--- config.mk ---
export PLATFORM = sky130hd
export DESIGN_NAME = gray_ptr_counter
export DESIGN_NICKNAME = d
export VERILOG_FILES = /design/src/rtl/gray_ptr_counter.sv
export SDC_FILE = /design/constraint.sdc
export NUM_CORES = 1
export LEC_CHECK = 0
export CORE_UTILIZATION = 34
export DETAILED_ROUTE_END_ITERATION = 8
export PLACE_DENSITY = 0.73
export SLEW_MARGIN = 10
export SYNTH_ARGS = -nofsm -noshare
export SYNTH_HDL_FRONTEND = slang
export SYNTH_SLANG_ARGS = --single-unit
export TNS_END_PERCENT = 50
--- constraint.sdc ---
create_clock -name clk -period 2.2 [get_ports clk]
set_clock_uncertainty 0.2 [all_clocks]
set_input_delay 0.66 -clock clk [delete_from_list [all_inputs] [get_ports clk]]
set_output_delay 0.66 -clock clk [all_outputs]
set_load 0.005 [all_outputs]
--- src/rtl/gray_ptr_counter.sv ---
// gray_ptr_counter: up/down binary+Gray pointer counter with optional remote Gray pointer receiver
// Optional feature macro: GRAY_PTR_SYNC_EN enables the remote_gray_i synchroniser and converter.
// Ports:
//   clk, reset      clock and synchronous active-high reset
//   en, dir         step enable; dir 0 = increment, 1 = decrement
//   load, load_val  synchronous load of a binary value (beats en)
//   bin_o, gray_o   registered binary pointer and its Gray encoding
//   wrap_o          one-cycle pulse after a step that crossed the wrap point
//   remote_gray_i   Gray pointer from the other clock domain
//   remote_bin_o    synchronised remote pointer in binary (0 without GRAY_PTR_SYNC_EN)
module gray_ptr_counter #(
    parameter int WIDTH       = 4,
    parameter int INIT        = 0,
    parameter int SYNC_STAGES = 2
) (
    input  logic             clk,
    input  logic             reset,
    input  logic             en,
    input  logic             dir,
    input  logic             load,
    input  logic [WIDTH-1:0] load_val,
    output logic [WIDTH-1:0] bin_o,
    output logic [WIDTH-1:0] gray_o,
    output logic             wrap_o,
    input  logic [WIDTH-1:0] remote_gray_i,
    output logic [WIDTH-1:0] remote_bin_o
);
    localparam logic [WIDTH-1:0] ONE      = WIDTH'(1);
    localparam logic [WIDTH-1:0] INIT_BIN = WIDTH'(INIT);
    logic [WIDTH-1:0] bin_q, bin_d, gray_q, gray_d;
    logic             wrap_q, wrap_d;
    // Gray is encoded from the next binary value so both registers change on the same edge.
    always_comb begin
        bin_d  = load ? load_val : en ? (dir ? bin_q - ONE : bin_q + ONE) : bin_q;
        gray_d = bin_d ^ (bin_d >> 1);
        wrap_d = !load && en && (dir ? bin_q == '0 : bin_q == '1);
    end
    always_ff @(posedge clk) begin
        if (reset) begin
            bin_q  <= INIT_BIN;
            gray_q <= INIT_BIN ^ (INIT_BIN >> 1);
            wrap_q <= 1'b0;
        end else begin
            bin_q  <= bin_d;
            gray_q <= gray_d;
            wrap_q <= wrap_d;
        end
    end
    assign bin_o  = bin_q;
    assign gray_o = gray_q;
    assign wrap_o = wrap_q;
`ifdef GRAY_PTR_SYNC_EN
    logic [WIDTH-1:0] sync_q [SYNC_STAGES];
    logic [WIDTH-1:0] rbin_q, rbin_d;
    // Binary bit i is the XOR of all Gray bits at or above i.
    always_comb begin
        rbin_d = '0;
        for (int i = 0; i < WIDTH; i++) rbin_d[i] = ^(sync_q[SYNC_STAGES-1] >> i);
    end
    always_ff @(posedge clk) begin
        if (reset) begin
            for (int i = 0; i < SYNC_STAGES; i++) sync_q[i] <= '0;
            rbin_q <= '0;
        end else begin
            sync_q[0] <= remote_gray_i;
            for (int i = 1; i < SYNC_STAGES; i++) sync_q[i] <= sync_q[i-1];
            rbin_q <= rbin_d;
        end
    end
    assign remote_bin_o = rbin_q;
`else
    logic unused_remote;
    assign unused_remote = ^remote_gray_i;
    assign remote_bin_o  = '0;
`endif
endmodule
==> impl_metrics.env <==
export IMPL_ys_seq_elements=8
export IMPL_start_util_pct=38.4
export IMPL_critical_path_class="in2reg"
export IMPL_whs_path_depth=2
export IMPL_hold_violations=0
export IMPL_rsz0062_at_grt="no"
export IMPL_synth_cells=61
export IMPL_fin_nets=102
export IMPL_routed_wl_um=1130
export IMPL_post_dp_hpwl_um=854
export IMPL_p_comb_share_pct=34.4
export IMPL_start_kind="primary input"
export IMPL_p_switching_uw=117
export IMPL_io_pins=26
export IMPL_firstDrtPassIters=4
export IMPL_min_from="bin_o[3]"
export IMPL_synthTopCellsByCount="dfxtp_1, buf_4, nor2_1"
export IMPL_die_height_um=41.5
export IMPL_async_reset_ff_share_pct=0
export IMPL_fin_cells=99
export IMPL_r2r_start="bin_o[1]"
export IMPL_yosysWarnings=0
export IMPL_fp_row_count=13
export IMPL_r2r_slack_ns=0.30
export IMPL_viasPerCell=4.88
export IMPL_setup_viol=0
export IMPL_layout_min_cycle_time_ns=2.11
export IMPL_hp_class="reg2reg"
export IMPL_grt_pass1_wl_um=1860
export IMPL_period_share_pct=96.1
export IMPL_gp_congestion=0.688
export IMPL_synth_top_area_cell="dfxtp_1"
export IMPL_numCtsBuffers=3
export IMPL_reg2reg_to="gray_o[1]"
export IMPL_grt_overflow_total=0
export IMPL_p_sw_share_pct=27.4
export IMPL_die_x_um=41.5
export IMPL_design_die_area_um2=1720
export IMPL_synth_most_common_cell="dfxtp_1"
export IMPL_slew_viol_final=0
export IMPL_power_leakage_nw=0.332
export IMPL_drtAntennaViolNets=0
export IMPL_wl_per_cell_um=11.4
export IMPL_insertion_delay_ns=0.25
export IMPL_worstPathMaxFanout=2
export IMPL_intPower_uw=310
export IMPL_maxCapViolCount=0
export IMPL_place_inst=95
export IMPL_cp_required_ns=2.14
export IMPL_syn_to_final_growth_pct=48.6
export IMPL_antenna_found_initial=0
export IMPL_synth_top_cell_area_share_pct=30.2
export IMPL_power_density_nw_per_um2=542
export IMPL_post_route_drc_count=0
export IMPL_clock_sinks=8
export IMPL_placed_cell_area_um2=732
export IMPL_grt_max_degree=12
export IMPL_synth_flop_cell="dfxtp_1"
export IMPL_grt_use_total_pct=14.0
export IMPL_cp_arrival_ns=2.05
export IMPL_yosysSeqAreaShare_pct=30.2
export IMPL_vias=483
export IMPL_grt_pass1_vias=403
export IMPL_final_area_um2=788
export IMPL_cts_tree="done"
export IMPL_root_buffer="clkbuf_4"
export IMPL_ys_types=32
export IMPL_syn_avg_cell_area_um2=8.70
export IMPL_clock_fmax_mhz=473
export IMPL_hold_ws_ns=0.443
export IMPL_synth_edf_count=0
export IMPL_finalSetupTns_ns=0
export IMPL_drt_iter0_drc=11
export IMPL_ctsHoldBuffers=0
export IMPL_ff2ff_path_depth=6
export IMPL_io_buffers=17
export IMPL_cts_buffer_depth=2
export IMPL_core_um2=1380
export IMPL_clk_pin_slew_ns=0.05
export IMPL_min_to="wrap_o"
export IMPL_pwr_share_clk_pct=25.5
export IMPL_synth_area_um2=531
export IMPL_htreeDepth=1
export IMPL_synth_area_leaders="dfxtp_1, buf_4, ha_1, nor2_1, fa_1"
export IMPL_antenna_cells=0
export IMPL_status="completed"
export IMPL_p_seq_share_pct=40.1
export IMPL_drive_gt1_share_pct=19.0
export IMPL_ir_worst_vdd_v=0.000554
export IMPL_setup_worst_path_end_class="register"
==> sequential cells by signal, indices dropped and copies added, names as in the netlist <==
| signal | flops |
|---|---|
| gray_o | 3 |
| wrap_o | 1 |
| bin_o | 4 |
==> area by class of cell <==
| type | instances | area, um^2 |
|---|---|---|
| Clock buffer | 3 | 22.5 |
| Tap cell | 15 | 18.8 |
| Fill cell | 113 | 594 |
| Timing Repair Buffer | 24 | 223 |
| Multi-Input combinational cell | 45 | 349 |
| Sequential cell | 8 | 160 |
| Inverter | 4 | 15.0 |
==> worst max-delay path by stage <==
stage                     startpoint        end  cells past startpoint
after floorplan                  dir  gray_o[1]                      6
after global placement           dir  gray_o[1]                      7
after detailed placement         dir  gray_o[1]                      7
after CTS                        dir  gray_o[1]                      7
after global routing             dir  gray_o[1]                      7
final                           load  gray_o[2]                      5
==> metrics by stage <==
| stage | power (mW) | worst slack [ns] | util (%) |
|---|---|---|---|
| 2_1_floorplan | 0.247 | 0.0843 | - |
| 3_3_place_gp | 0.306 | -0.556 | 52.9 |
| 3_5_place_dp | 0.309 | -0.532 | 52.9 |
| 4_1_cts | 0.426 | 0.0178 | 55.3 |
| 5_1_grt | 0.455 | 0.00924 | 57.0 |
| 6_report | 0.427 | 0.0857 | 57.0 |
==> power groups by stage <==
stage | registers (mW) | logic, mW | clock network (mW)
finish | 0.171 | 0.147 | 0.109
global route | 0.174 | 0.162 | 0.120
CTS | 0.171 | 0.143 | 0.112
detailed placement | 0.173 | 0.135 | 0
global placement | 0.172 | 0.133 | 0
floorplan | 0.174 | 0.0731 | 0
==> critical path, stage by stage <==
cell and delay (ns):
clkdlybuf4s50_1 0.42, or4b_1 0.51, a22o_1 0.20, and3_4 0.15, mux2i_1 0.10
==> layer usage <==
metal	GRT usage, %	vias up	share of wire (%)
li1	-	249	-
met4	0	0	0
met2	20.0	28	44
met5	0	-	0
met3	8.26	0	9.5
met1	19.3	206	46
==> what timing repair did <==
item	CTS	global route
setup endpoints to repair	6	3
gates resized for setup	4	3
pin swaps	4	4
buffers inserted	0	1
==> kinds of logic after synthesis <==
kind of cell             Yosys count  synth area share, %
AND/OR/NAND/NOR                   24                 28.1
other                              1                0.707
multiplexers                       2                 3.77
XOR/XNOR                           3                 4.95
AO/OA/AOI/OAI                      9                 11.8
buffers and inverters             11                 12.0
flip-flops                         8                 30.2
adder cells (fa/ha/maj)            3                 8.49
==> cell usage in the layout, fill, tap and decap left out, drive strengths merged, types with 3 or more instances in the layout <==
cell type | netlist | final
clkdlybuf4s50 | 0 | 16
a21oi | 3 | 3
inv | 4 | 4
clkbuf | 1 | 3
buf | 6 | 7
nor2 | 6 | 6
dfxtp | 8 | 8
conb | 1 | 4
No activity file was read; power rests on OpenSTA's default activity.
